## src/rtl/usb_crc_pkg.sv

```systemverilog
// Shared types, polynomials and CRC step helpers for the USB transmit CRC path.
// The self-check build option CRC_SELF_CHECK_EN uses crc_residual_ok.
package usb_crc_pkg;

    typedef enum logic {CRC5 = 1'b0, CRC16 = 1'b1} crc_sel_t;

    typedef enum logic [1:0] {IDLE, DATA, CRC, DONE} state_t;

    localparam logic [4:0]  CRC5_POLY      = 5'h05;
    localparam logic [15:0] CRC16_POLY     = 16'h8005;
    localparam logic [4:0]  CRC5_RESIDUAL  = 5'h0C;
    localparam logic [15:0] CRC16_RESIDUAL = 16'h800D;

    // One serial LFSR step; in CRC5 mode only bits [4:0] carry state.
    function automatic logic [15:0] crc_next(input logic [15:0] rem,
                                             input logic        in_bit,
                                             input crc_sel_t    mode);
        logic        fb;
        logic [15:0] nxt;
        if (mode == CRC16) begin
            fb  = in_bit ^ rem[15];
            nxt = {rem[14:0], 1'b0} ^ (fb ? CRC16_POLY : 16'h0000);
        end else begin
            fb  = in_bit ^ rem[4];
            nxt = {11'd0, rem[3:0], 1'b0} ^ {11'd0, (fb ? CRC5_POLY : 5'h00)};
        end
        return nxt;
    endfunction

    // Complemented remainder, left-aligned so bit 15 is always the first bit sent.
    function automatic logic [15:0] crc_tx_word(input logic [15:0] rem,
                                                input crc_sel_t    mode);
        if (mode == CRC16)
            return ~rem;
        return {~rem[4:0], 11'd0};
    endfunction

    function automatic logic crc_residual_ok(input logic [15:0] rem,
                                             input crc_sel_t    mode);
        if (mode == CRC16)
            return rem == CRC16_RESIDUAL;
        return rem[4:0] == CRC5_RESIDUAL;
    endfunction

endpackage

```

## src/rtl/usb_crc_lfsr.sv

```systemverilog
// Serial USB CRC LFSR; mode picks the CRC5 or CRC16 tap set.
// Preset loads all ones; the register only moves when step is high.
module usb_crc_lfsr
    import usb_crc_pkg::*;
(
    input  logic        clock,
    input  logic        reset,
    input  logic        preset,
    input  logic        step,
    input  logic        in_bit,
    input  crc_sel_t    mode,
    output logic [15:0] remainder
);

    always_ff @(posedge clock or posedge reset) begin
        if (reset) begin
            remainder <= 16'hFFFF;
        end else if (preset) begin
            remainder <= 16'hFFFF;
        end else if (step) begin
            remainder <= crc_next(remainder, in_bit, mode);
        end
    end

endmodule

```

## src/rtl/usb_crc_tx_sequencer.sv

```systemverilog
// Transmit-side USB CRC sequencer: serialises a latched field LSB-first, then the
// complemented CRC5/CRC16 MSB-first. Optional checker behind CRC_SELF_CHECK_EN.
module usb_crc_tx_sequencer
    import usb_crc_pkg::*;
#(
    parameter int DATA_W = 64,
    parameter int LEN_W  = 7
) (
    input  logic              clock,
    input  logic              reset,
    input  logic              start,
    input  logic              crc_sel,
    input  logic [DATA_W-1:0] data,
    input  logic [LEN_W-1:0]  data_len,
    output logic              busy,
    output logic              bit_out,
    output logic              bit_valid,
    input  logic              bit_ready,
    output logic              done
`ifdef CRC_SELF_CHECK_EN
    ,
    output logic              crc_err
`endif
);

    state_t              state;
    state_t              state_nxt;
    crc_sel_t            mode_q;
    logic [DATA_W-1:0]   shift_reg;
    logic [LEN_W-1:0]    len_q;
    logic [LEN_W-1:0]    bit_cnt;
    logic [15:0]         crc_shift;
    logic [4:0]          crc_cnt;
    logic [15:0]         remainder;
    logic                accept;
    logic                xfer;
    logic                data_xfer;
    logic                crc_xfer;
    logic                last_data;
    logic                last_crc;

    function automatic logic [LEN_W-1:0] clamp_len(input logic [LEN_W-1:0] len);
        if (len > LEN_W'(DATA_W))
            return LEN_W'(DATA_W);
        return len;
    endfunction

    // Transfer is derived from state rather than bit_valid to keep the FSM loop-free.
    assign accept    = (state == IDLE) && start;
    assign data_xfer = (state == DATA) && bit_ready;
    assign crc_xfer  = (state == CRC) && bit_ready;
    assign xfer      = data_xfer || crc_xfer;
    assign last_data = (bit_cnt == len_q - LEN_W'(1));
    assign last_crc  = (crc_cnt == ((mode_q == CRC16) ? 5'd15 : 5'd4));

    always_comb begin
        state_nxt = state;
        busy      = 1'b0;
        bit_valid = 1'b0;
        bit_out   = 1'b0;
        done      = 1'b0;
        case (state)
            IDLE: begin
                if (start)
                    state_nxt = (data_len != '0) ? DATA : CRC;
            end
            DATA: begin
                busy      = 1'b1;
                bit_valid = 1'b1;
                bit_out   = shift_reg[0];
                if (bit_ready && last_data)
                    state_nxt = CRC;
            end
            CRC: begin
                busy      = 1'b1;
                bit_valid = 1'b1;
                bit_out   = crc_shift[15];
                if (bit_ready && last_crc)
                    state_nxt = DONE;
            end
            DONE: begin
                done      = 1'b1;
                state_nxt = IDLE;
            end
            default: state_nxt = IDLE;
        endcase
    end

    always_ff @(posedge clock or posedge reset) begin
        if (reset) begin
            state   <= IDLE;
            mode_q  <= CRC5;
            len_q   <= '0;
            bit_cnt <= '0;
            crc_cnt <= '0;
        end else begin
            state <= state_nxt;
            if (accept) begin
                mode_q  <= crc_sel_t'(crc_sel);
                len_q   <= clamp_len(data_len);
                bit_cnt <= '0;
                crc_cnt <= '0;
            end else if (data_xfer) begin
                bit_cnt <= bit_cnt + LEN_W'(1);
            end else if (crc_xfer) begin
                crc_cnt <= crc_cnt + 5'd1;
            end
        end
    end

    // Payload and CRC shifters carry data only; state gates their visibility on bit_out.
    always_ff @(posedge clock) begin
        if (accept) begin
            shift_reg <= data;
            crc_shift <= 16'h0000;
        end else if (data_xfer) begin
            shift_reg <= shift_reg >> 1;
            if (last_data)
                crc_shift <= crc_tx_word(crc_next(remainder, shift_reg[0], mode_q), mode_q);
        end else if (crc_xfer) begin
            crc_shift <= {crc_shift[14:0], 1'b0};
        end
    end

    usb_crc_lfsr u_lfsr (
        .clock     (clock),
        .reset     (reset),
        .preset    (accept),
        .step      (data_xfer),
        .in_bit    (shift_reg[0]),
        .mode      (mode_q),
        .remainder (remainder)
    );

`ifdef CRC_SELF_CHECK_EN
    logic [15:0] chk_remainder;

    // Checker sees every transmitted bit, CRC included, so a clean packet leaves the residual.
    usb_crc_lfsr u_chk_lfsr (
        .clock     (clock),
        .reset     (reset),
        .preset    (accept),
        .step      (xfer),
        .in_bit    (bit_out),
        .mode      (mode_q),
        .remainder (chk_remainder)
    );

    assign crc_err = done && !crc_residual_ok(chk_remainder, mode_q);
`endif

endmodule
```

## config.mk

```make
export PLATFORM = sky130hd
export DESIGN_NAME = usb_crc_tx_sequencer
export DESIGN_NICKNAME = d
export VERILOG_FILES = /design/src/rtl/usb_crc_pkg.sv /design/src/rtl/usb_crc_lfsr.sv /design/src/rtl/usb_crc_tx_sequencer.sv
export SDC_FILE = /design/constraint.sdc
export NUM_CORES = 1
export LEC_CHECK = 0
export BUFFER_PORTS_ARGS = -buffer_cell sky130_fd_sc_hd__buf_4
export CORE_MARGIN = 2
export CORE_UTILIZATION = 45
export DETAILED_ROUTE_END_ITERATION = 10
export GPL_ROUTABILITY_DRIVEN = 0
export PLACE_DENSITY = 0.65
export SYNTH_ARGS = -nofsm -noshare
export SYNTH_HDL_FRONTEND = slang
export SYNTH_SLANG_ARGS = --single-unit
```

## constraint.sdc

```tcl
create_clock -name clock -period 7.4 [get_ports clock]
set_clock_uncertainty 0.15 [all_clocks]
set_input_delay 0.74 -clock clock [delete_from_list [all_inputs] [get_ports clock]]
set_output_delay 0.74 -clock clock [all_outputs]
set_load 0.01 [all_outputs]
```

Yosys cells after proc, flatten, opt, wreduce, memory -nomap -nowiden

Index checks and enable logic that the tools add are counted.
Widths: inputs -> output; s select.

Flip-flop bits (word level): 118
Latch bits: 0
Memory bits (writable): 0
Memory bits (read-only): 0
Input bits: 76
Output and inout bits: 4
Logic and storage cells: 79
Memories kept: 0

Add/sub/neg operators: 3
Multipliers: 0
Div/mod/pow operators: 0
Magnitude comparators: 1
Eq/ne operators: 10
Shifts and indexed selects: 0
Mux-type cells: 37
Bitwise gates (word level): 6
Reductions and logical operators: 14

Operator list:

| kind                | number |
|---|---|
| $mux 16             | 12 |
| $mux 64             | 2 |
| $mux 7              | 4 |
| $not 16->16         | 1 |
| $xor 16x16->16      | 1 |
| $mux 5              | 3 |
| $mux 1              | 8 |
| $mux 2              | 4 |
| $pmux 2 s4          | 1 |
| $add 7x1->7 const B | 1 |
| $eq 7x7->1          | 1 |
| $gt 7x7->1 const B  | 1 |
| $reduce_bool 7->1   | 1 |
| $sub 7x1->7 const B | 1 |
| $ne 2x1->1 const B  | 3 |
| $reduce_bool 2->1   | 3 |
| $add 5x1->5 const B | 1 |
| $eq 5x4->1          | 1 |
| $logic_and 1x1->1   | 5 |
| $not 5->5           | 1 |
| $xor 5x5->5         | 1 |
| $eq 2x2->1 const B  | 2 |
| $mux 4              | 1 |
| $ne 2x2->1 const B  | 2 |
| other kinds (8)     | 10 |

Longest topological paths before layout

Depth after elaboration: 12
Depth in mapped cells: 9

Hierarchy

Synthesis repeated with hierarchy kept, for this count alone.

Cells, all modules: 631
Area total of the unflattened synthesis: 5871.9 um^2

By module, submodules not included:

| module               | times used | cells each | area each (um^2) | seq. area each (um^2) |
|---|---|---|---|---|
| usb_crc_tx_sequencer | 1          | 556        | 5103.6           | 2792.7 |
| usb_crc_lfsr         | 1          | 75         | 768.2            | 420.4 |

Worst setup path before layout

No wires, ideal clock.

Path type: input-to-reg
Start point: input port start
End point: register shift_reg[0] (enable)
Library setup time: 0.688 ns
Data arrival time: 2.541 ns
Path slack: 4.022 ns
Cell stages on the path: 4
Cells stage by stage: nand2_1 clkbuf_1 buf_1 nand2_1

Word-level cells in the longest chain between the ends: 2

RTL lines:

| what                               | RTL line                    | RTL |
|---|---|---|
| start, declared                    | usb_crc_tx_sequencer.sv:11  | `input logic start,` |
| $logic_and 1x1->1                  | usb_crc_tx_sequencer.sv:49  | `assign accept = (state == IDLE) && start;` |
| $reduce_bool 2->1 (no source line) | n/a                         |  |
| end signal, assigned               | usb_crc_tx_sequencer.sv:114 | `shift_reg <= data;` |
| end signal, assigned               | usb_crc_tx_sequencer.sv:117 | `shift_reg <= shift_reg >> 1;` |
| end, declared                      | usb_crc_tx_sequencer.sv:29  | `logic [DATA_W-1:0] shift_reg;` |

Every way passes these cells.
A chain may end at the register's enable or synchronous reset.

Final worst setup path

Start point: register len_q[0]
End point: register state[1]

Word-level cells in the longest chain between the ends: 5

RTL lines:

| what                              | RTL line                    | RTL |
|---|---|---|
| start, declared                   | usb_crc_tx_sequencer.sv:30  | `logic [LEN_W-1:0] len_q;` |
| start signal, assigned            | usb_crc_tx_sequencer.sv:100 | `len_q <= clamp_len(data_len);` |
| $sub 7x1->7                       | usb_crc_tx_sequencer.sv:53  | `assign last_data = (bit_cnt == len_q - LEN_W'(1));` |
| $eq 7x7->1                        | usb_crc_tx_sequencer.sv:53  |  |
| $logic_and 1x1->1                 | usb_crc_tx_sequencer.sv:71  | `if (bit_ready && last_data)` |
| $ne 2x1->1 (no source line)       | n/a                         |  |
| $reduce_and 3->1 (no source line) | n/a                         |  |
| end signal, assigned              | usb_crc_tx_sequencer.sv:97  | `state <= state_nxt;` |
| end, declared                     | usb_crc_tx_sequencer.sv:26  | `state_t state;` |

Every way passes these cells.

==> results.toml <==
[status]
outcome = "finished clean"

[clock_network]
cts_hold_buf = 0
cts-resized-gates = 0
clk-insertion-delay-late_ns = 0.42
cts_tree = "built"
ctsLongestPathBuffers = 2
cts_made_buffers = 17
clk_pin_slew_ns = 0.05
post-cts-setup-buffers = 0
cts_sinks = 118
cts-root-buf = "clkbuf_16"
htreeDepth = 4

[placed_design]
io_buffers = 79
dpl.hpwl_um = 7500
placedCellCount = 814
placed_area_um2 = 6350

[min_path]
min-delay-path-class = "primary input to async pin"

[logic_synthesis]
synth-simple-area-share_pct = 25.1
synthXorXnorAreaFrac_pct = 3.98
synth_adder_area_share_pct = 1.78
yosys.area.top_type = "edfxtp_1"
yosysMostFrequentCell = "nand2_1"
post_synth.cell_area_avg_um2 = 9.43
synth_fp_nets = 681
synthTopCellsByCount = "237 x nand2_1, 64 x edfxtp_1, 32 x clkbuf_1, 22 x dfrtp_1"
synth_top_family_by_area = "simple AND/OR/NAND/NOR gates"
yosys_most_used_dff = "edfxtp_1"
synthCells = 597
synth_seq_cells = 118
synth.distinct_cells = 49
synthMuxAreaShare_pct = 0.555
synth_edf_count = 64
netlist.area_leader.share_pct = 34.1
syn_area_um2 = 5630
synth_compound_area_share_pct = 8.33
yosysSeqAreaShare_pct = 57.1
async_flop_share_pct = 32.2
yosys_warnings = 0
synth.top_cells.by_area = "edfxtp_1 34%, nand2_1 16%, dfrtp_1 9.8%"

[routing]
ant_nets = 0
avgViaCountPerCell = 5.12
drtPass1Iterations = 4
drc_errors = 0
vias = 4332
drt_iter0_markers = 310
wl_per_cell_um = 14.1
drt-total-wl_um = 11900

[setup_path]
arrival_ns = 3.04
end_kind = "flip-flop"
crit_type = "flip-flop to flip-flop"
start_kind = "flip-flop"
worstPathRequired_ns = 7.53
cp_max_fo = 7

[layout]
diodes = 0
area.growth.synth_to_final_pct = 23.4
nets = 749
final_util_pct = 57.4
final_cells = 846
nFillCells = 1098
drive_gt1_share_pct = 20.5
fin_area_um2 = 6950
largest_reg_flops = 64

[timing]
setup_violations = 0
relSlewSlack_pct = 40.9
max_freq_mhz = 345
fin_tns_setup_ns = 0
period_share_pct = 39.2
hold_violations = 0
tightest_slew_ns = 0.887
rsz0062_at_grt = "no"
finalCriticalPeriod_ns = 2.90
holdWs_ns = 0.309
drv_slew = 0

[floorplan]
die_x_um = 116
row_count = 40
ios = 80
start_util_pct = 46.5
core_um2 = 12100
die-area_um2 = 13400
die_h_um = 116

[global_routing]
grt_max_degree = 87
antenna_found_initial = 0
grt_pass1_wl_um = 19100
gr-total-overflow = 0
grt_usage_pct = 18.1
first_global_vias = 4187

[power]
powerDensity_nw_per_um2 = 432
p_leak_nw = 3.04
ir_worst_vdd_uv = 231

[flow_run]
maxCapViolCount = 0
## worst max-delay path: stages (launching register included)
cell	delay [ns]
dfrtp_1	0.38
inv_1	0.09
ha_1	0.29
xor2_1	0.17
o21a_1	0.19
a211oi_1	0.46
o311ai_1	0.19
a222oi_1	0.48
mux2_1	0.37
## worst paths after layout
| path | startpoint | to | slack (ns) | cells after the start |
|---|---|---|---|---|
| max reg2reg | len_q[0]$_DFFE_PP0P_ | state[1]$_DFFE_PP0P_ | 4.50 | 8 |
| min in group clock | u_lfsr.remainder[12]$_DFFE_PP1P_ | u_lfsr.remainder[12]$_DFFE_PP1P_ | 0.34 | 2 |
| min reg2reg | u_lfsr.remainder[12]$_DFFE_PP1P_ | u_lfsr.remainder[12]$_DFFE_PP1P_ | 0.34 | 2 |
| max in group asynchronous | reset | u_lfsr.remainder[0]$_DFFE_PP1P_ | 6.42 | 3 |
| max | len_q[0]$_DFFE_PP0P_ | state[1]$_DFFE_PP0P_ | 4.50 | 8 |
| min | reset | crc_cnt[0]$_DFFE_PP0P_ | 0.31 | 3 |
## metal layers
metal / global-route usage [%] / wire length, um
met5: 0 / 0
met4: 6.35 / 155
met3: 4.50 / 481
met2: 29.9 / 5600
met1: 23.5 / 5670
## cell families (layout without fill, tap and decap cells)
kind of cell	after synthesis	count (layout)
DFF	118	118
and+or+nand+nor	328	328
muxes	3	3
adders and majority gates	8	8
xor gates and xnor gates	24	24
buffers and inverters	47	128
AOI/OAI and AO/OA	69	69
## stage by stage
step / power [mW] / setup WS (ns)
6_report: 3.00 / 4.50
5_1_grt: 3.20 / 4.22
4_1_cts: 3.03 / 4.52
3_5_place_dp: 2.18 / 4.48
3_3_place_gp: 2.14 / 4.57
2_1_floorplan: 1.93 / 4.02
## area by class of cell
cell class | instances | area [um^2] | area share [%]
sequential | 118 | 3210 | 46.2
multi-input combinational | 432 | 2240 | 32.3
inverter | 10 | 37.5 | 0.540
timing repair buffer | 86 | 646 | 9.29
tap | 168 | 210 | 3.02
clock buffer | 22 | 474 | 6.82
clock inverter | 10 | 129 | 1.85
## cells in the final DEF (no fill, tap or decap), types with 8 or more instances in the layout
cell type and count:
nor3b_1 9, edfxtp_1 64, a211oi_1 18, dfstp_2 16
dfxtp_1 16, dfrtp_1 22, clkbuf_16 17, xor2_1 13
nand3_1 18, buf_4 86, nor3_1 16, nand2_1 235
a21oi_1 18, xnor2_1 10, o21ai_0 11, nand4_1 8
inv_1 10, nand3b_1 8, ha_1 8, nor2_1 15
## power by group
group | total [mW] | leakage (nW) | switching, mW | internal (mW)
Clock | 0.834 | 0.293 | 0.282 | 0.552
Sequential | 1.23 | 1.20 | 0.142 | 1.09
Combinational | 0.935 | 1.55 | 0.568 | 0.367
Total | 3.00 | 3.04 | 0.992 | 2.01
Note: power is estimated with default switching activity, not from simulation.
